`src/rtl/fp_pack_pipe_pkg.sv`:
```
// Shared widths, constants and the S1->S2 payload for the single-precision pack pipeline.
package fp_pack_pipe_pkg;

  localparam int SIZE_MAN_RESULT = 24;
  localparam int SIZE_EXP        = 9;
  localparam int SIZE_FRAC       = 23;
  localparam logic [7:0] EXP_MAX = 8'hFF;

  // exp_adj carries one extra bit so exp=511 plus a rounding carry cannot wrap.
  typedef struct packed {
    logic                 sign;
    logic [SIZE_EXP:0]    exp_adj;
    logic [SIZE_FRAC-1:0] frac;
    logic                 hidden;
    logic                 zero_flag;
    logic                 inf_flag;
    logic                 nan_flag;
  } s1_payload_t;

endpackage

```
`src/rtl/fp_pack_pipe_if.sv`:
```
// Valid/ready stream into the pack pipeline and the packed result stream out of it.
interface fp_pack_pipe_if;
  import fp_pack_pipe_pkg::*;

  logic                       i_valid;
  logic                       o_ready;
  logic                       i_sign;
  logic [SIZE_EXP-1:0]        i_exp;
  logic [SIZE_MAN_RESULT-1:0] i_man;
  logic                       i_ov_flow;
  logic                       i_zero_flag;
  logic                       i_inf_flag;
  logic                       i_nan_flag;
  logic                       o_valid;
  logic                       i_ready;
  logic [31:0]                o_result;
  logic                       o_overflow;
  logic                       o_underflow;

  modport slave (
    input  i_valid, i_sign, i_exp, i_man, i_ov_flow,
    input  i_zero_flag, i_inf_flag, i_nan_flag, i_ready,
    output o_ready, o_valid, o_result, o_overflow, o_underflow
  );

  modport master (
    output i_valid, i_sign, i_exp, i_man, i_ov_flow,
    output i_zero_flag, i_inf_flag, i_nan_flag, i_ready,
    input  o_ready, o_valid, o_result, o_overflow, o_underflow
  );

endinterface

```
`src/rtl/fp_pack_classify.sv`:
```
// Combinational special-case select and IEEE-754 single packing of an adjusted S1 payload.
module fp_pack_classify
  import fp_pack_pipe_pkg::*;
#(
  parameter logic [31:0] CANON_NAN = 32'h7FC0_0000
) (
  input  s1_payload_t p,
  output logic [31:0] result,
  output logic        overflow,
  output logic        underflow
);

  always_comb begin
    result    = {p.sign, 31'h0};
    overflow  = 1'b0;
    underflow = 1'b0;
    if (p.nan_flag) begin
      result = CANON_NAN;
    end else if (p.inf_flag) begin
      result = {p.sign, EXP_MAX, {SIZE_FRAC{1'b0}}};
    end else if (p.zero_flag) begin
      result = {p.sign, 31'h0};
    end else if (p.exp_adj >= {2'b00, EXP_MAX}) begin
      result   = {p.sign, EXP_MAX, {SIZE_FRAC{1'b0}}};
      overflow = 1'b1;
    end else if ((p.exp_adj == '0) || !p.hidden) begin
      // denormals are flushed to signed zero
      underflow = 1'b1;
    end else begin
      result = {p.sign, p.exp_adj[7:0], p.frac};
    end
  end

endmodule

```
`src/rtl/fp_pack_pipe.sv`:
```
// Two-stage pack pipeline: S1 folds the rounding carry into the exponent, S2 classifies and packs.
module fp_pack_pipe
  import fp_pack_pipe_pkg::*;
#(
  parameter logic [31:0] CANON_NAN = 32'h7FC0_0000
) (
  input  logic          i_clk,
  input  logic          i_rst,
  fp_pack_pipe_if.slave bus
);

  logic        v1;
  logic        v2;
  logic        en1;
  logic        en2;
  s1_payload_t p1;
  s1_payload_t p1_next;
  logic [31:0] res2;
  logic        of2;
  logic        uf2;
  logic [31:0] cls_result;
  logic        cls_of;
  logic        cls_uf;

  // each stage advances when empty or when the stage after it drains
  assign en2         = !v2 || bus.i_ready;
  assign en1         = !v1 || en2;
  assign bus.o_ready = en1;

  always_comb begin
    p1_next           = '0;
    p1_next.sign      = bus.i_sign;
    p1_next.exp_adj   = {1'b0, bus.i_exp} + {{SIZE_EXP{1'b0}}, bus.i_ov_flow};
    p1_next.frac      = bus.i_ov_flow ? '0 : bus.i_man[SIZE_FRAC-1:0];
    p1_next.hidden    = bus.i_ov_flow || bus.i_man[SIZE_MAN_RESULT-1];
    p1_next.zero_flag = bus.i_zero_flag;
    p1_next.inf_flag  = bus.i_inf_flag;
    p1_next.nan_flag  = bus.i_nan_flag;
  end

  always_ff @(posedge i_clk or posedge i_rst) begin
    if (i_rst) begin
      v1 <= 1'b0;
      p1 <= '0;
    end else if (en1) begin
      v1 <= bus.i_valid;
      if (bus.i_valid) p1 <= p1_next;
    end
  end

  fp_pack_classify #(
    .CANON_NAN (CANON_NAN)
  ) u_classify (
    .p         (p1),
    .result    (cls_result),
    .overflow  (cls_of),
    .underflow (cls_uf)
  );

  always_ff @(posedge i_clk or posedge i_rst) begin
    if (i_rst) begin
      v2   <= 1'b0;
      res2 <= 32'h0;
      of2  <= 1'b0;
      uf2  <= 1'b0;
    end else if (en2) begin
      v2 <= v1;
      if (v1) begin
        res2 <= cls_result;
        of2  <= cls_of;
        uf2  <= cls_uf;
      end
    end
  end

  assign bus.o_valid     = v2;
  assign bus.o_result    = res2;
  assign bus.o_overflow  = of2;
  assign bus.o_underflow = uf2;

endmodule

```
`src/flat_wrapper.sv`:
```
// flat-port wrapper written by rule: the top's interface ports become plain ports
module fp_pack_pipe_flat import fp_pack_pipe_pkg::*;
#(
  parameter logic [31:0] CANON_NAN = 32'h7FC0_0000
)
  (i_clk, i_rst, bus_i_valid, bus_i_sign, bus_i_exp, bus_i_man, bus_i_ov_flow, bus_i_zero_flag, bus_i_inf_flag, bus_i_nan_flag, bus_i_ready, bus_o_ready, bus_o_valid, bus_o_result, bus_o_overflow, bus_o_underflow);
  fp_pack_pipe_if bus_i ();
  input  logic i_clk;
  input  logic i_rst;
  input wire logic [$bits(bus_i.i_valid)-1:0] bus_i_valid;
  input wire logic [$bits(bus_i.i_sign)-1:0] bus_i_sign;
  input wire logic [$bits(bus_i.i_exp)-1:0] bus_i_exp;
  input wire logic [$bits(bus_i.i_man)-1:0] bus_i_man;
  input wire logic [$bits(bus_i.i_ov_flow)-1:0] bus_i_ov_flow;
  input wire logic [$bits(bus_i.i_zero_flag)-1:0] bus_i_zero_flag;
  input wire logic [$bits(bus_i.i_inf_flag)-1:0] bus_i_inf_flag;
  input wire logic [$bits(bus_i.i_nan_flag)-1:0] bus_i_nan_flag;
  input wire logic [$bits(bus_i.i_ready)-1:0] bus_i_ready;
  output wire logic [$bits(bus_i.o_ready)-1:0] bus_o_ready;
  output wire logic [$bits(bus_i.o_valid)-1:0] bus_o_valid;
  output wire logic [$bits(bus_i.o_result)-1:0] bus_o_result;
  output wire logic [$bits(bus_i.o_overflow)-1:0] bus_o_overflow;
  output wire logic [$bits(bus_i.o_underflow)-1:0] bus_o_underflow;
  assign bus_i.i_valid = bus_i_valid;
  assign bus_i.i_sign = bus_i_sign;
  assign bus_i.i_exp = bus_i_exp;
  assign bus_i.i_man = bus_i_man;
  assign bus_i.i_ov_flow = bus_i_ov_flow;
  assign bus_i.i_zero_flag = bus_i_zero_flag;
  assign bus_i.i_inf_flag = bus_i_inf_flag;
  assign bus_i.i_nan_flag = bus_i_nan_flag;
  assign bus_i.i_ready = bus_i_ready;
  assign bus_o_ready = bus_i.o_ready;
  assign bus_o_valid = bus_i.o_valid;
  assign bus_o_result = bus_i.o_result;
  assign bus_o_overflow = bus_i.o_overflow;
  assign bus_o_underflow = bus_i.o_underflow;
  fp_pack_pipe #(.CANON_NAN(CANON_NAN)) u_core (.i_clk(i_clk), .i_rst(i_rst), .bus(bus_i));
endmodule
```
`config.mk`:
```
export PLATFORM = sky130hd
export DESIGN_NAME = fp_pack_pipe_flat
export DESIGN_NICKNAME = d
export VERILOG_FILES = /design/src/rtl/fp_pack_pipe_pkg.sv /design/src/rtl/fp_pack_pipe_if.sv /design/src/rtl/fp_pack_classify.sv /design/src/rtl/fp_pack_pipe.sv /design/src/flat_wrapper.sv
export SDC_FILE = /design/constraint.sdc
export NUM_CORES = 1
export LEC_CHECK = 0
export CAP_MARGIN = 40
export CORE_MARGIN = 2
export CORE_UTILIZATION = 40
export CTS_BUF_LIST = sky130_fd_sc_hd__clkbuf_8
export CTS_CLUSTER_DIAMETER = 150
export DETAILED_ROUTE_END_ITERATION = 7
export HOLD_SLACK_MARGIN = 0.02
export PLACE_DENSITY = 0.73
export SYNTH_ARGS = -nofsm -noshare
export SYNTH_HDL_FRONTEND = slang
export SYNTH_SLANG_ARGS = --single-unit
```
`constraint.sdc`:
```
create_clock -name i_clk -period 2.3 [get_ports i_clk]
set_input_delay 0.46 -clock i_clk [delete_from_list [all_inputs] [get_ports i_clk]]
set_output_delay 0.46 -clock i_clk [all_outputs]
set_load 0.01 [all_outputs]
```
### After elaboration in Yosys (flattened, before gate mapping)

Cells that the tools add are included.

| storage, ports and cells | value |
|---|---|
| output and inout bits | 36 |
| register bits | 74 |
| input port bits | 42 |
| logic and storage cells | 39 |

| cells by class | value |
|---|---|
| multiplexer cells | 15 |
| order comparisons | 1 |
| reductions and logical operators | 10 |
| add/subtract/negate cells | 1 |

Operators by type and width:

| kind | count |
|---|---|
| 31-bit two-way mux | 4 |
| 32-bit two-way mux | 1 |
| 23-bit two-way mux | 1 |
| 9-bit by 1-bit adder with 10-bit output | 1 |
| 10-bit by 8-bit greater-or-equal comparator with 1-bit output, second input constant | 1 |
| 10-bit logical NOT | 1 |
| 1-bit two-way mux | 9 |
| 1-bit logical OR | 4 |
| 2-bit AND reduction | 2 |
| 1-bit logical NOT | 3 |

### Logic depth before layout (Yosys ltp)

Gate-level depths: netlist of run 1.

| depth | value |
|---|---|
| depth after elaboration | 7 |
| gate-level depth with buffers | 6 |
| depth with buffers taken out | 6 |

### Hierarchy

From an unflattened synthesis of run 1, not the netlist that was laid out.

| second synthesis, totals | value |
|---|---|
| cells, all modules | 297 |
| area total of the unflattened synthesis | 3,580.9 µm² |

Modules (own cells, without submodules):

| module | times used | area each (µm²) | sequential area each (µm²) | cells each |
|---|---|---|---|---|
| fp_pack_pipe | 1 | 3,105.5 | 1,851.8 | 219 |
| fp_pack_classify | 1 | 475.5 | 0.0 | 78 |

### Worst setup path after synthesis of run 1

Ideal clock, no wire load.

| timing | value |
|---|---|
| path type | input port to flip-flop |
| start point | in bus_i_ready |
| end point | reg u_core.p1[0] in the netlist's numbering |
| stages | 4 |
| arrival time | 1,425 ps |
| setup time | 125 ps |
| buffers on the path | 1 |
| path slack | 751 ps |
| cells stage by stage | nand3b_1 > nand2_1 > buf_2 > mux2_2 |

| between the ends | value |
|---|---|
| word-level cells in the longest chain between the ends | 3 |

RTL lines:

| what | RTL line | source |
|---|---|---|
| from (decl) | flat_wrapper.sv:18 | `input wire logic [$bits(bus_i.i_ready)-1:0] bus_i_ready;` |
| 1-bit logical OR | fp_pack_pipe.sv:26 | `assign en2 = !v2 \|\| bus.i_ready;` |
| 1-bit logical OR | fp_pack_pipe.sv:27 | `assign en1 = !v1 \|\| en2;` |
| 2-bit AND reduction (no source line) | n/a |  |
| to (signal assigned) | fp_pack_pipe.sv:47 | `if (bus.i_valid) p1 <= p1_next;` |
| to (decl) | fp_pack_pipe.sv:16 | `s1_payload_t p1;` |

No other way between the ends.
A chain may end at the register's enable or synchronous reset.

### Final worst setup path of run 1

| timing | value |
|---|---|
| start point | in bus_i_ready |
| end point | out bus_o_ready |

| between the ends | value |
|---|---|
| word-level cells in the longest chain between the ends | 2 |

RTL lines:

| what | RTL line | source |
|---|---|---|
| 1-bit logical OR | fp_pack_pipe.sv:26 |  |
| 1-bit logical OR | fp_pack_pipe.sv:27 |  |
| to (decl) | flat_wrapper.sv:19 | `output wire logic [$bits(bus_i.o_ready)-1:0] bus_o_ready;` |

No other way between the ends.

==> impl_metrics.env, run 1 <==
export IMPL_status="finished, final reports clean"
export IMPL_max_freq_mhz=476
export IMPL_placement_cell_area_um2=4000
export IMPL_largest_net_degree_at_the_start_of_global_routing=75
export IMPL_via_count=2314
export IMPL_die_h_um=91.9
export IMPL_synth_seq_cells=74
export IMPL_timing_critical_path_to_type="primary output"
export IMPL_finalNonFillerCells=471
export IMPL_wire_length_after_detailed_routing_mm=6.57
export IMPL_cts_bufs_inserted=9
export IMPL_setup_violations_final=0
export IMPL_post_route_min_period_ps=2100
export IMPL_antenna_violations_before_repair=0
export IMPL_cts_root_buffer_cell="sky130_fd_sc_hd__clkbuf_8"
export IMPL_area_growth_synth_to_final_pct=35.0
export IMPL_grt_usage_pct=16.9
export IMPL_final_min_period_over_clock_period_pct=91.4
export IMPL_vias_per_cell=4.91
export IMPL_synth_seq_area_share_pct=59.9
export IMPL_drc=0
export IMPL_timing_setup_critical_path_class="in -> out"
export IMPL_p_leak_nw=1.80
export IMPL_totalNegativeSetupSlack_ps=0
export IMPL_cts_repair_timing_setup_buffer_count=0
export IMPL_maxSlewViolCount=0
export IMPL_finalHoldViolCount=0
export IMPL_synth_enable_flop_cells=0
export IMPL_worstMarginPinSlew_ps=425
export IMPL_startpoint_type="input pin"
export IMPL_rows=32
export IMPL_avgRoutedWirePerCell_um=13.9
export IMPL_max_cap_violations=0
export IMPL_power_density_cell_area_nw_per_um2=712
export IMPL_ir_drop_v=0.000309
export IMPL_top_level_pins=78
export IMPL_global_route_wire_length_before_repair_mm=11.0
export IMPL_cts_tree="built"
export IMPL_chipWidth_um=91.9
export IMPL_syn_area_per_cell_um2=10.8
export IMPL_worst_ep_required_time_ps=1840
export IMPL_drtPass1Iterations=4
export IMPL_later_pin_clock_latency_in_the_skew_report_ps=340
export IMPL_met3_usage_pct=3.20
export IMPL_ys_warnings_count=0
export IMPL_net_count_after_synthesis=329
export IMPL_grt_setup_unrepaired="false"
export IMPL_post_synth_instance_area_um2=3090
export IMPL_cts_reportedPaths_clkPinSlew_ps=70
export IMPL_detail_route_antenna_nets=0
export IMPL_yosys_most_used_dff="sky130_fd_sc_hd__dfrtp_1"
export IMPL_timing_hold_ws_ps=477
export IMPL_timing_critical_path_fanout_max=3
export IMPL_gpl_wtd_cong=0.846
export IMPL_holdBufCountCts=0
export IMPL_worstHoldPathType="reg -> reg"
export IMPL_place_detailed_hpwl_mm=4.58
export IMPL_numPortBuffers=77
export IMPL_area_of_the_placeable_core_um2=7610
export IMPL_final_cell_area_um2=4170
export IMPL_cts_path_max_buffers=2
export IMPL_layout_cell_share_with_drive_strength_beyond_1_pct=13.0
export IMPL_most_used_routing_layer_in_global_routing="met2"
export IMPL_slew_headroom_pct=71.4
export IMPL_total_die_area_um2=8440
export IMPL_data_arrival_time_of_the_critical_path_ps=1640
export IMPL_post_cts_resize_count=0
export IMPL_groute_layer_met2_usage_pct=26.5
export IMPL_initial_core_util_pct=40.6
export IMPL_finish_net_count=410
export IMPL_cts_sink_count=74
export IMPL_skew_ps=12.1
export IMPL_post_place_ws_ps=206
export IMPL_antenna_cells_inserted=0
export IMPL_post_place_cells=457
export IMPL_htree_num_levels=3
export IMPL_async_s_r_ff_share_synth_pct=100
export IMPL_grt_util_met1_pct=22.6
export IMPL_yosysUniqueCellTypes=29
export IMPL_synth_cells=285
export IMPL_layout_setup_ws_ps=198
export IMPL_gr_total_overflow=0
export IMPL_initialDrtViolationCount=84
export IMPL_first_global_vias=2247
==> logic make-up after synthesis <==
kind of cell / synth area share [%]
AO/OA/AOI/OAI: 15.9
XOR/XNOR: 1.98
adder cells (fa/ha/maj): 0.810
buffers and inverters: 3.32
flip-flops: 59.9
multiplexers: 2.19
AND/OR/NAND/NOR: 15.8
==> state kept, by name, indices dropped and copies added (netlist names) <==
register                count
u_core.bus.o_valid          1
u_core.bus.o_overflow       1
u_core.p1                  38
u_core.bus.o_result        32
u_core.bus.o_underflow      1
u_core.v1                   1
==> path summary, 6_finish.rpt <==
kind	start	end	slack [ps]	cells after the start
worst min register to register	u_core.p1[36]$_DFFE_PP0P_	u_core.p1[36]$_DFFE_PP0P_	480	1
worst min-delay path	u_core.p1[36]$_DFFE_PP0P_	u_core.p1[36]$_DFFE_PP0P_	480	1
max in group asynchronous	i_rst	u_core.p1[18]$_DFFE_PP0P_	1420	3
worst max register to register	u_core.p1[27]$_DFFE_PP0P_	u_core.bus.o_result[20]$_DFFE_PP0P_	560	5
worst max-delay path	bus_i_ready	bus_o_ready	200	3
min in group asynchronous	i_rst	u_core.bus.o_result[7]$_DFFE_PP0P_	570	3
==> cell usage after synthesis, types with 2 or more instances <==
| cell | count | area, um2 |
|---|---|---|
| sky130_fd_sc_hd__nand3b_1 | 2 | 15.0 |
| sky130_fd_sc_hd__o21ai_0 | 35 | 175 |
| sky130_fd_sc_hd__ha_1 | 2 | 25.0 |
| sky130_fd_sc_hd__a21oi_1 | 10 | 50.1 |
| sky130_fd_sc_hd__nor4_1 | 3 | 18.8 |
| sky130_fd_sc_hd__o21ai_1 | 5 | 25.0 |
| sky130_fd_sc_hd__nand4_1 | 5 | 31.3 |
| sky130_fd_sc_hd__nand2b_1 | 26 | 163 |
| sky130_fd_sc_hd__dfrtp_1 | 74 | 1850 |
| sky130_fd_sc_hd__clkbuf_1 | 11 | 41.3 |
| sky130_fd_sc_hd__mux2_2 | 6 | 67.6 |
| sky130_fd_sc_hd__a22o_2 | 17 | 170 |
| sky130_fd_sc_hd__inv_1 | 5 | 18.8 |
| sky130_fd_sc_hd__nor2_1 | 9 | 33.8 |
| sky130_fd_sc_hd__buf_6 | 3 | 33.8 |
| sky130_fd_sc_hd__nand2_1 | 45 | 169 |
| sky130_fd_sc_hd__nand3_1 | 6 | 30.0 |
| sky130_fd_sc_hd__xnor2_1 | 6 | 52.6 |
| sky130_fd_sc_hd__a22o_1 | 5 | 43.8 |
==> cell type report <==
type,instances,area (um2)
clock buffer,9,124
clock inverter,5,48.8
fill,670,3440
inverter,6,26.3
multi-input combinational,190,1140
sequential,74,1850
tap,102,128
timing repair buffer,85,856
==> placed cells by master, fill, tap and decap left out <==
| master | count |
|---|---|
| sky130_fd_sc_hd__mux2_2 | 6 |
| sky130_fd_sc_hd__o21ai_0 | 35 |
| sky130_fd_sc_hd__nor2_1 | 9 |
| sky130_fd_sc_hd__a22o_2 | 17 |
| sky130_fd_sc_hd__a21oi_1 | 10 |
| sky130_fd_sc_hd__bufinv_16 | 1 |
| sky130_fd_sc_hd__a22o_1 | 5 |
| sky130_fd_sc_hd__inv_2 | 1 |
| sky130_fd_sc_hd__buf_4 | 6 |
| sky130_fd_sc_hd__dfrtp_1 | 74 |
| sky130_fd_sc_hd__nand2b_1 | 26 |
| sky130_fd_sc_hd__nor3_2 | 1 |
| sky130_fd_sc_hd__nand4_1 | 5 |
| sky130_fd_sc_hd__clkinvlp_4 | 1 |
| sky130_fd_sc_hd__clkbuf_8 | 9 |
| sky130_fd_sc_hd__nand3_1 | 6 |
| sky130_fd_sc_hd__clkdlybuf4s50_1 | 77 |
| sky130_fd_sc_hd__o21ai_1 | 5 |
| sky130_fd_sc_hd__xnor2_1 | 6 |
| sky130_fd_sc_hd__nand2_2 | 1 |
| sky130_fd_sc_hd__a32o_1 | 1 |
| sky130_fd_sc_hd__nor3_1 | 1 |
| sky130_fd_sc_hd__ha_1 | 2 |
| sky130_fd_sc_hd__a311o_1 | 1 |
| sky130_fd_sc_hd__clkinv_2 | 3 |
| sky130_fd_sc_hd__nor4_1 | 3 |
| sky130_fd_sc_hd__a21o_1 | 1 |
| sky130_fd_sc_hd__inv_1 | 5 |
| sky130_fd_sc_hd__nand2_1 | 44 |
| sky130_fd_sc_hd__buf_12 | 2 |
| sky130_fd_sc_hd__and2_1 | 1 |
| sky130_fd_sc_hd__or4_1 | 1 |
| sky130_fd_sc_hd__xor2_1 | 1 |
| sky130_fd_sc_hd__nand3b_1 | 2 |
==> per-layer routing <==
layer,share of wire [%],up-vias
li1,-,1148
met1,46,1103
met2,48,51
met3,3.5,12
met4,2.1,0
met5,0,-
==> critical path, stage by stage <==
cell,delay [ps]
sky130_fd_sc_hd__clkdlybuf4s50_1,470
sky130_fd_sc_hd__nand3b_1,160
sky130_fd_sc_hd__clkdlybuf4s50_1,550
==> power by group <==
group          total, mW  switching, mW  internal (mW)  leakage, nW
sequential          1.54         0.0971           1.44        0.939
clock              0.921          0.441          0.479       0.0959
combinational      0.513          0.240          0.273        0.766
==> through the flow <==
step	total power, mW	utilization (%)
3_3_place_gp	2.06	52.6
3_5_place_dp	2.08	52.6
4_1_cts	2.99	54.8
5_1_grt	3.13	54.8
2_1_floorplan	1.80	-
6_report	2.97	54.8
No activity file was read; power rests on OpenSTA's default activity.
==> run 2, diff against run 1 <==
--- a/config.mk
+++ b/config.mk
@@ -12,7 +12,7 @@
 export CTS_CLUSTER_DIAMETER = 150
 export DETAILED_ROUTE_END_ITERATION = 7
 export HOLD_SLACK_MARGIN = 0.02
-export PLACE_DENSITY = 0.73
+export PLACE_DENSITY = 0.7
 export SYNTH_ARGS = -nofsm -noshare
 export SYNTH_HDL_FRONTEND = slang
 export SYNTH_SLANG_ARGS = --single-unit
==> constraint.sdc (replaced) <==
create_clock -name i_clk -period 2.6 [get_ports i_clk]
set_input_delay 0.52 -clock i_clk [delete_from_list [all_inputs] [get_ports i_clk]]
set_output_delay 0.52 -clock i_clk [all_outputs]
set_load 0.01 [all_outputs]
==> run 2 against run 1 <==
Core utilization fell by 0.066 points; final area fell by 0.12%; critical path type unchanged; sequential share of layout area rose by 0.053 points; non-clock buffer count fell by 3.
==> impl_metrics.env, run 2 (synthesis gave the netlist of run 1 again) <==
export IMPL_total_die_area_um2=8440
export IMPL_place_detailed_hpwl_mm=4.54
export IMPL_cts_tree="built"
export IMPL_worstMarginPinSlew_ps=651
export IMPL_ir_drop_v=0.000346
export IMPL_post_cts_resize_count=0
export IMPL_cts_path_max_buffers=2
export IMPL_power_density_cell_area_nw_per_um2=642
export IMPL_critical_path_endpoint="bus_o_ready"
export IMPL_drtPass1Iterations=5
export IMPL_cts_reportedPaths_clkPinSlew_ps=70
export IMPL_data_arrival_time_of_the_critical_path_ps=1690
export IMPL_layout_commonest_cell="sky130_fd_sc_hd__clkdlybuf4s50_1"
export IMPL_max_freq_mhz=452
export IMPL_timing_critical_path_to_type="primary output"
export IMPL_skew_ps=7.65
export IMPL_later_pin_clock_latency_in_the_skew_report_ps=350
export IMPL_layout_common_cells="sky130_fd_sc_hd__clkdlybuf4s50_1, sky130_fd_sc_hd__dfrtp_1, sky130_fd_sc_hd__nand2_1, sky130_fd_sc_hd__o21ai_0, sky130_fd_sc_hd__nand2b_1"
export IMPL_cts_bufs_inserted=9
export IMPL_antenna_violations_before_repair=0
export IMPL_top_level_pins=78
export IMPL_register_with_the_most_flip_flops="u_core.p1"
export IMPL_layout_setup_ws_ps=387
export IMPL_p_leak_nw=1.80
export IMPL_antenna_cells_inserted=0
export IMPL_gr_total_overflow=0
export IMPL_ff2ff_setup_slack_ps=870
export IMPL_wire_length_after_detailed_routing_mm=6.51
export IMPL_totalNegativeSetupSlack_ps=0
export IMPL_slew_headroom_pct=56.5
export IMPL_max_cap_violations=0
export IMPL_via_count=2292
export IMPL_cts_sink_count=74
export IMPL_gpl_wtd_cong=0.864
export IMPL_finish_net_count=407
export IMPL_htree_num_levels=3
export IMPL_crit_path_frequent_cell="sky130_fd_sc_hd__clkdlybuf4s50_1"
export IMPL_worst_reg2reg_path_length_in_cells=5
export IMPL_timing_setup_critical_path_class="in -> out"
export IMPL_worst_ep_required_time_ps=2080
export IMPL_finalHoldViolCount=0
export IMPL_detail_route_antenna_nets=0
export IMPL_vias_per_cell=4.88
export IMPL_setup_violations_final=0
export IMPL_numPortBuffers=77
export IMPL_reg2reg_from="u_core.p1[27]$_DFFE_PP0P_"
export IMPL_rows=32
export IMPL_maxSlewViolCount=0
export IMPL_crit_reg2reg_capture="u_core.bus.o_result[12]$_DFFE_PP0P_"
export IMPL_die_h_um=91.9
export IMPL_largest_register_ff_count=38
export IMPL_crit_path_cell_trace="clkdlybuf4s50_1 -> nand3b_1 -> clkdlybuf4s50_1"
export IMPL_drc=0
export IMPL_global_route_wire_length_before_repair_mm=10.6
export IMPL_area_of_the_placeable_core_um2=7610
export IMPL_cpMaxStageDelayCell="sky130_fd_sc_hd__clkdlybuf4s50_1"
export IMPL_area_growth_synth_to_final_pct=34.9
export IMPL_worstHoldPathType="reg -> reg"
export IMPL_cpPeakStageDelay_ps=550
export IMPL_holdBufCountCts=0
export IMPL_cts_root_buffer_cell="sky130_fd_sc_hd__clkbuf_8"
export IMPL_timing_critical_path_from="bus_i_ready"
export IMPL_post_route_min_period_ps=2210
export IMPL_startpoint_type="input pin"
export IMPL_grt_usage_pct=16.4
export IMPL_largest_net_degree_at_the_start_of_global_routing=45
export IMPL_grt_setup_unrepaired="false"
export IMPL_final_min_period_over_clock_period_pct=85.1
export IMPL_hold_path_cell_count=2
export IMPL_first_global_vias=2160
export IMPL_post_place_ws_ps=397
export IMPL_avgRoutedWirePerCell_um=13.9
export IMPL_chipWidth_um=91.9
export IMPL_layout_cell_share_with_drive_strength_beyond_1_pct=13.0
export IMPL_timing_critical_path_fanout_max=3
export IMPL_status="finished, final reports clean"
export IMPL_cts_repair_timing_setup_buffer_count=0
export IMPL_initial_core_util_pct=40.6
export IMPL_initialDrtViolationCount=129
-- run 2: cell type report --
type                            count  area, um2
Sequential cell                    74       1850
Tap cell                          102        128
Fill cell                         706       3440
Clock buffer                        9        124
Clock inverter                      7       70.1
Multi-Input combinational cell    190       1140
Timing Repair Buffer               82        833
Inverter                            6       22.5
-- run 2: critical path, delay by kind of cell --
family	cells	cell delay [ps]
buffers and inverters	2	1010
AND/OR/NAND/NOR	1	160
-- run 2: worst min path at each step --
stage,startpoint,end,slack [ps]
3_5_place_dp,u_core.bus.o_result[31]$_DFFE_PP0P_,u_core.bus.o_result[31]$_DFFE_PP0P_,460
4_1_cts,u_core.bus.o_result[31]$_DFFE_PP0P_,u_core.bus.o_result[31]$_DFFE_PP0P_,470
5_1_grt,u_core.p1[20]$_DFFE_PP0P_,u_core.p1[20]$_DFFE_PP0P_,500
3_3_place_gp,u_core.bus.o_result[31]$_DFFE_PP0P_,u_core.bus.o_result[31]$_DFFE_PP0P_,460
2_1_floorplan,u_core.p1[26]$_DFFE_PP0P_,u_core.p1[26]$_DFFE_PP0P_,450
6_report,u_core.bus.o_result[31]$_DFFE_PP0P_,u_core.bus.o_result[31]$_DFFE_PP0P_,470
-- run 2: per-stage QoR --
stage / cell area [um2] / power [mW] / instances / hold slack [ps] / utilization (%)
2_1_floorplan: 3090 / 1.59 / 285 / 450 / -
3_3_place_gp: 3970 / 1.82 / 454 / 459 / 52.2
3_5_place_dp: 3970 / 1.84 / 454 / 457 / 52.2
4_1_cts: 4170 / 2.70 / 470 / 475 / 54.8
5_1_grt: 4170 / 2.81 / 470 / 504 / 54.8
6_report: 4170 / 2.68 / 470 / 469 / 54.8
-- run 2: report_power, final --
group          total, mW  internal [mW]  leakage, nW  switching (mW)
registers           1.36           1.27        0.939          0.0854
clock network      0.868          0.441       0.0990           0.427
logic              0.450          0.239        0.757           0.211
-- run 2: layer usage --
metal  wire [um]  part of all wire, %  global-route usage (%)  vias up
met2        3100                   48                    24.8       56
met1        2970                   46                    22.2     1079
met5           0                    0                       0        -
li1            -                    -                       -     1143
met3         307                  4.7                    4.77       14
met4         134                  2.1                    6.84        0
==> run 3, diff against run 2 <==
--- a/config.mk
+++ b/config.mk
@@ -6,11 +6,13 @@
 export NUM_CORES = 1
 export LEC_CHECK = 0
 export CAP_MARGIN = 40
+export CORE_ASPECT_RATIO = 0.8
 export CORE_MARGIN = 2
 export CORE_UTILIZATION = 40
 export CTS_BUF_LIST = sky130_fd_sc_hd__clkbuf_8
 export CTS_CLUSTER_DIAMETER = 150
 export DETAILED_ROUTE_END_ITERATION = 7
+export GPL_TIMING_DRIVEN = 0
 export HOLD_SLACK_MARGIN = 0.02
 export PLACE_DENSITY = 0.7
 export SYNTH_ARGS = -nofsm -noshare
==> run 3 against run 2 <==
Critical path depth unchanged; critical endpoint unchanged; largest power group unchanged; sequential power hardly changed; clock-buffer cell count is 3 higher; first-iteration DRC count decreased by 45%; non-clock buffer count increased by 11; core utilization rose by 2.5 points; clock skew about the same; worst hold slack gained 8.6 ps; die area about the same; sequential share of layout area shrank 0.89 points; via count rose by 4.5%; final area rose by 2.0%.
==> impl_metrics.env, run 3 (synthesis gave the netlist of run 1 again) <==
export IMPL_status="finished, final reports clean"
export IMPL_place_detailed_hpwl_mm=5.27
export IMPL_cts_path_max_buffers=2
export IMPL_maxSlewViolCount=0
export IMPL_finish_net_count=418
export IMPL_finalHoldViolCount=0
export IMPL_detail_route_antenna_nets=0
export IMPL_drc=0
export IMPL_worstMarginPinSlew_ps=547
export IMPL_grt_setup_unrepaired="false"
export IMPL_total_die_area_um2=8450
export IMPL_numPortBuffers=77
export IMPL_seq_area_um2=1850
export IMPL_cts_sink_count=74
export IMPL_p_leak_nw=1.83
export IMPL_area_growth_synth_to_final_pct=37.6
export IMPL_gr_total_overflow=0
export IMPL_layout_cell_share_with_drive_strength_beyond_1_pct=12.4
export IMPL_via_count=2396
export IMPL_rows=28
export IMPL_antenna_cells_inserted=0
export IMPL_area_of_the_placeable_core_um2=7430
export IMPL_grt_usage_pct=18.4
export IMPL_setup_violations_final=0
export IMPL_cts_reportedPaths_clkPinSlew_ps=70
export IMPL_antenna_violations_before_repair=0
export IMPL_largest_register_ff_count=38
export IMPL_max_freq_mhz=431
export IMPL_first_global_vias=2328
export IMPL_skew_ps=7.99
export IMPL_placement_cell_area_um2=4010
export IMPL_final_min_period_over_clock_period_pct=89.2
export IMPL_ir_drop_v=0.000271
export IMPL_initial_core_util_pct=41.6
export IMPL_final_cell_area_um2=4250
export IMPL_slew_headroom_pct=63.4
export IMPL_fill_cells=668
export IMPL_hold_path_cell_count=2
export IMPL_worstHoldPathType="reg -> reg"
export IMPL_startpoint_type="input pin"
export IMPL_min_from="u_core.bus.o_result[31]$_DFFE_PP0P_"
export IMPL_worst_hold_path_endpoint="u_core.bus.o_result[31]$_DFFE_PP0P_"
export IMPL_timing_critical_path_fanout_max=3
export IMPL_holdBufCountCts=0
export IMPL_crit_reg2reg_capture="u_core.bus.o_result[9]$_DFFE_PP0P_"
export IMPL_data_arrival_time_of_the_critical_path_ps=1800
export IMPL_later_pin_clock_latency_in_the_skew_report_ps=350
export IMPL_die_h_um=82.6
export IMPL_chipWidth_um=102
export IMPL_timing_setup_critical_path_class="in -> out"
export IMPL_reg2reg_from="u_core.p1[27]$_DFFE_PP0P_"
export IMPL_cts_tree="built"
export IMPL_register_with_the_most_flip_flops="u_core.p1"
export IMPL_footprint_of_the_multi_input_gates_um2=1130
export IMPL_drtPass1Iterations=4
export IMPL_largest_net_degree_at_the_start_of_global_routing=40
export IMPL_ff2ff_setup_slack_ps=900
export IMPL_avgRoutedWirePerCell_um=14.8
export IMPL_worst_reg2reg_path_length_in_cells=5
export IMPL_layout_common_cells="sky130_fd_sc_hd__clkdlybuf4s50_1, sky130_fd_sc_hd__dfrtp_1, sky130_fd_sc_hd__nand2_1, sky130_fd_sc_hd__o21ai_0, sky130_fd_sc_hd__nand2b_1"
export IMPL_cts_repair_timing_setup_buffer_count=0
export IMPL_power_density_cell_area_nw_per_um2=672
export IMPL_wire_length_after_detailed_routing_mm=7.17
export IMPL_total_power_mw=2.86
export IMPL_cts_bufs_inserted=9
export IMPL_post_cts_resize_count=0
export IMPL_gpl_wtd_cong=0.829
export IMPL_htree_num_levels=3
export IMPL_top_level_pins=78
export IMPL_layout_setup_ws_ps=281
export IMPL_post_place_ws_ps=309
export IMPL_post_route_min_period_ps=2320
export IMPL_max_cap_violations=0
export IMPL_layout_commonest_cell="sky130_fd_sc_hd__clkdlybuf4s50_1"
export IMPL_initialDrtViolationCount=71
export IMPL_global_route_wire_length_before_repair_mm=11.6
export IMPL_worst_ep_required_time_ps=2080
export IMPL_vias_per_cell=4.95
export IMPL_cts_root_buffer_cell="sky130_fd_sc_hd__clkbuf_8"
export IMPL_timing_critical_path_to_type="primary output"
## run 3: changes by cell type in the layout (fill, tap and decap cells not counted), sizes merged
| cell | before | now |
|---|---|---|
| clkbuf | 9 | 23 |
| clkinv | 5 | 1 |
| bufinv | 1 | 2 |
## run 3: area by class of cell
type	instances	area share (%)
clock inverter	4	1.71
multi-input combinational	190	26.7
buffer	15	1.88
sequential	74	43.6
timing repair buffer	78	18.6
inverter	6	0.589
tap	105	3.09
clock buffer	12	3.88
## run 3: worst max path at each step
stage,start,to,slack [ps],cells after the start
after floorplan,i_rst,u_core.bus.o_overflow$_DFFE_PP0P_,200,1
after global placement,i_rst,u_core.p1[22]$_DFFE_PP0P_,-950,2
after detailed placement,bus_i_ready,bus_o_ready,310,3
after CTS,bus_i_ready,bus_o_ready,290,3
after global routing,bus_i_ready,bus_o_ready,260,3
final,bus_i_ready,bus_o_ready,280,3
## run 3: power by group
group,internal (mW),switching (mW),leakage [nW]
sequential,1.27,0.0834,0.939
combinational,0.242,0.229,0.768
clock,0.617,0.412,0.119
total,2.13,0.725,1.83
## run 3: through the flow
| stage | utilization [%] | cells | setup TNS [ps] | hold slack, ps |
|---|---|---|---|---|
| final | 57.2 | 484 | 0 | 477 |
| after global routing | 57.2 | 484 | 0 | 510 |
| after CTS | 57.2 | 484 | 0 | 488 |
| after detailed placement | 54.0 | 468 | 0 | 471 |
| after global placement | 53.7 | 467 | -69980 | 454 |
| after floorplan | - | 285 | 0 | 450 |
## run 3: metal layers
| layer | GRT usage [%] | part of all wire, % |
|---|---|---|
| met1 | 24.6 | 46 |
| met2 | 28.7 | 46 |
| met3 | 6.40 | 6.6 |
| met4 | 4.93 | 0.66 |
| met5 | 0 | 0 |
## run 3: critical path, cell delays in order
cell and delay [ps]:
sky130_fd_sc_hd__clkdlybuf4s50_1 500, sky130_fd_sc_hd__nand3b_1 200, sky130_fd_sc_hd__clkdlybuf4s50_1 570
==> RTL change, RTL diff (config.mk and constraints of run 1) <==
Make the reset (`i_rst`) synchronous in 2 clocked blocks.
--- a/src/rtl/fp_pack_pipe.sv
+++ b/src/rtl/fp_pack_pipe.sv
@@ -38,7 +38,7 @@
     p1_next.nan_flag  = bus.i_nan_flag;
   end
 
-  always_ff @(posedge i_clk or posedge i_rst) begin
+  always_ff @(posedge i_clk) begin
     if (i_rst) begin
       v1 <= 1'b0;
       p1 <= '0;
@@ -57,7 +57,7 @@
     .underflow (cls_uf)
   );
 
-  always_ff @(posedge i_clk or posedge i_rst) begin
+  always_ff @(posedge i_clk) begin
     if (i_rst) begin
       v2   <= 1'b0;
       res2 <= 32'h0;
Behaviour: differs if i_rst is asserted again (counterexample within 4 cycles, from zero or initial values and one cycle with i_rst high); with i_rst held inactive, the same outputs for 10 cycles.
==> RTL change against run 1 <==
Area after synthesis decreased by 4.6%. Design area shrank 5.1%. Total power fell by 10%. Sequential share of layout area fell by 7.0 points. Non-clock buffer count fell by 3. Global-route usage down 0.15 points. Count of clock-buffer cells in the layout unchanged. Worst setup slack gained 0.027 ns. Maximum frequency increased by 1.3%. First-iteration DRC count is 19% lower. Largest cell class unchanged. Clock skew is 0.0013 ns higher. Sequential cell count unchanged. Routed wire length grew 1.5%. Critical path type unchanged.
==> RTL change: results (changes against run 1) <==
Sorting the synthesized cells by how often they occur yields 74 x dfxtp_1, 51 x nand2_1, 34 x a21oi_1, 25 x nand3b_1, 23 x a22o_1. The path with the worst hold slack has its endpoint at u_core.p1[12]$_SDFFE_PP0P_. The final hold slack was 0.456 ns (-0.0211 ns); the number of nets in the final layout was 424 (+3.4%). The logs give 0.0134 ns (+0.00131 ns) for the final setup skew and 353 (+7.3%) for the post-synth net total. The tools report the detailed placer's ending HPWL as 4580 um (about the same). In this run the critical register-to-register path is launched from u_core.v1$_SDFFE_PP0N_.

The maximum number of pins on one net before global-route repair was 45 (-40%); the global-route wire length before repair was 10900 um (-0.63%). The synthesized area divided by synthesized cell count is 9.54 um^2 (-12%), and the via total after detailed routing is 2441 (+5.5%). The share of the yosys chip area belonging to registers came out at 0.503 (-0.0969).

The ratio of cells with drive above 1 in the final layout is 0.101 (-0.0288). By area the synthesized netlist is led by dfxtp_1 50%, a22o_1 6.8%, nand2_1 6.5%, nand3b_1 6.4%, a21oi_1 5.8%. The run gives 1.62 ns (-0.02 ns) as the arrival time at the worst endpoint.

The maximum net fanout on the critical path works out to 4 (+1). The run gives 6670 um (+1.5%) as the detailed-route wire length. The routed wire length per instance works out to 13.8 um (-1.2%).

The run gives 678 (+1.2%) as the number of filler cells placed in the layout. Worst min-delay path startpoint: u_core.p1[12]$_SDFFE_PP0P_. The main flop type after synthesis was dfxtp_1.

Starting DRC count in detailed routing: 68 (-19%). Worst reg-to-reg path cell count: 4 (-1). The endpoint identified for the worst register-to-register timing path is u_core.p1[18]$_SDFFE_PP0P_.

The flow ran to the end, and the final reports show no timing, DRC or antenna violations. The number of instances in the placed design is 468 (+2.4%), and the count of cell types in the netlist is 39 (+34%).
==> RTL change: cell count changes in the layout (fill, tap and decap cells not counted), moves of 12 or more <==
cell             run 1  this run
a21oi_1             10        34
a22o_1               5        23
a22o_2              17         0
dfrtp_1             74         0
dfxtp_1              0        74
nand2b_1            26         0
nand3b_1             2        25
nor2_1               9        21
o21ai_0             35         0
==> RTL change: cells by family after synthesis <==
family / Yosys count / share of synthesized area
flops: 74 / 0.503
simple gates: 124 / 0.229
fa+ha+maj: 2 / 0.00849
buf+inv: 25 / 0.0467
xor+xnor: 7 / 0.0208
compound gates: 77 / 0.193
==> RTL change: worst max-delay path by stage <==
stage,start,end,slack [ns],cells after the start
floorplan,bus_i_ready,u_core.p1[33]$_SDFFE_PP0P_,0.82,6
global placement,bus_i_ready,u_core.p1[34]$_SDFFE_PP0P_,0.12,5
detailed placement,bus_i_ready,u_core.p1[30]$_SDFFE_PP0P_,0.05,5
CTS,bus_i_ready,bus_o_ready,0.22,3
global route,bus_i_ready,bus_o_ready,0.17,3
finish,bus_i_ready,bus_o_ready,0.22,3
==> RTL change: worst register-to-register path: cells and delay by family, from the launching register on <==
family	cells	cell delay, ns
AO/OA/AOI/OAI	1	0.20
flip-flops	1	0.38
AND/OR/NAND/NOR	3	1.02
==> RTL change: routing by layer <==
metal	share of wire	vias up	track usage
li1	-	1229	-
met1	0.44	1148	0.194
met2	0.49	57	0.292
met3	0.050	7	0.0520
met4	0.014	0	0.0577
met5	0	-	0
==> RTL change: metrics by stage <==
step                setup WS (ns)  instance area (um^2)
finish                      0.225                  3960
global route                0.171                  3960
CTS                         0.219                  3960
detailed placement         0.0453                  3760
global placement            0.119                  3760
floorplan                   0.824                  2950
==> RTL change: area by class of cell <==
cell class	instances	area, um^2	area share
timing repair buffer	82	816	0.206
clock buffer	9	124	0.0313
tap	99	124	0.0313
clock inverter	7	71.3	0.0180
inverter	3	11.3	0.00285
multi-input combinational	210	1330	0.336
sequential	74	1480	0.374
==> RTL change: power breakdown <==
| part | internal, W | switching [W] |
|---|---|---|
| combinational | 0.000160 | 0.000153 |
| clock | 0.000496 | 0.000497 |
| sequential | 0.00133 | 0.0000367 |
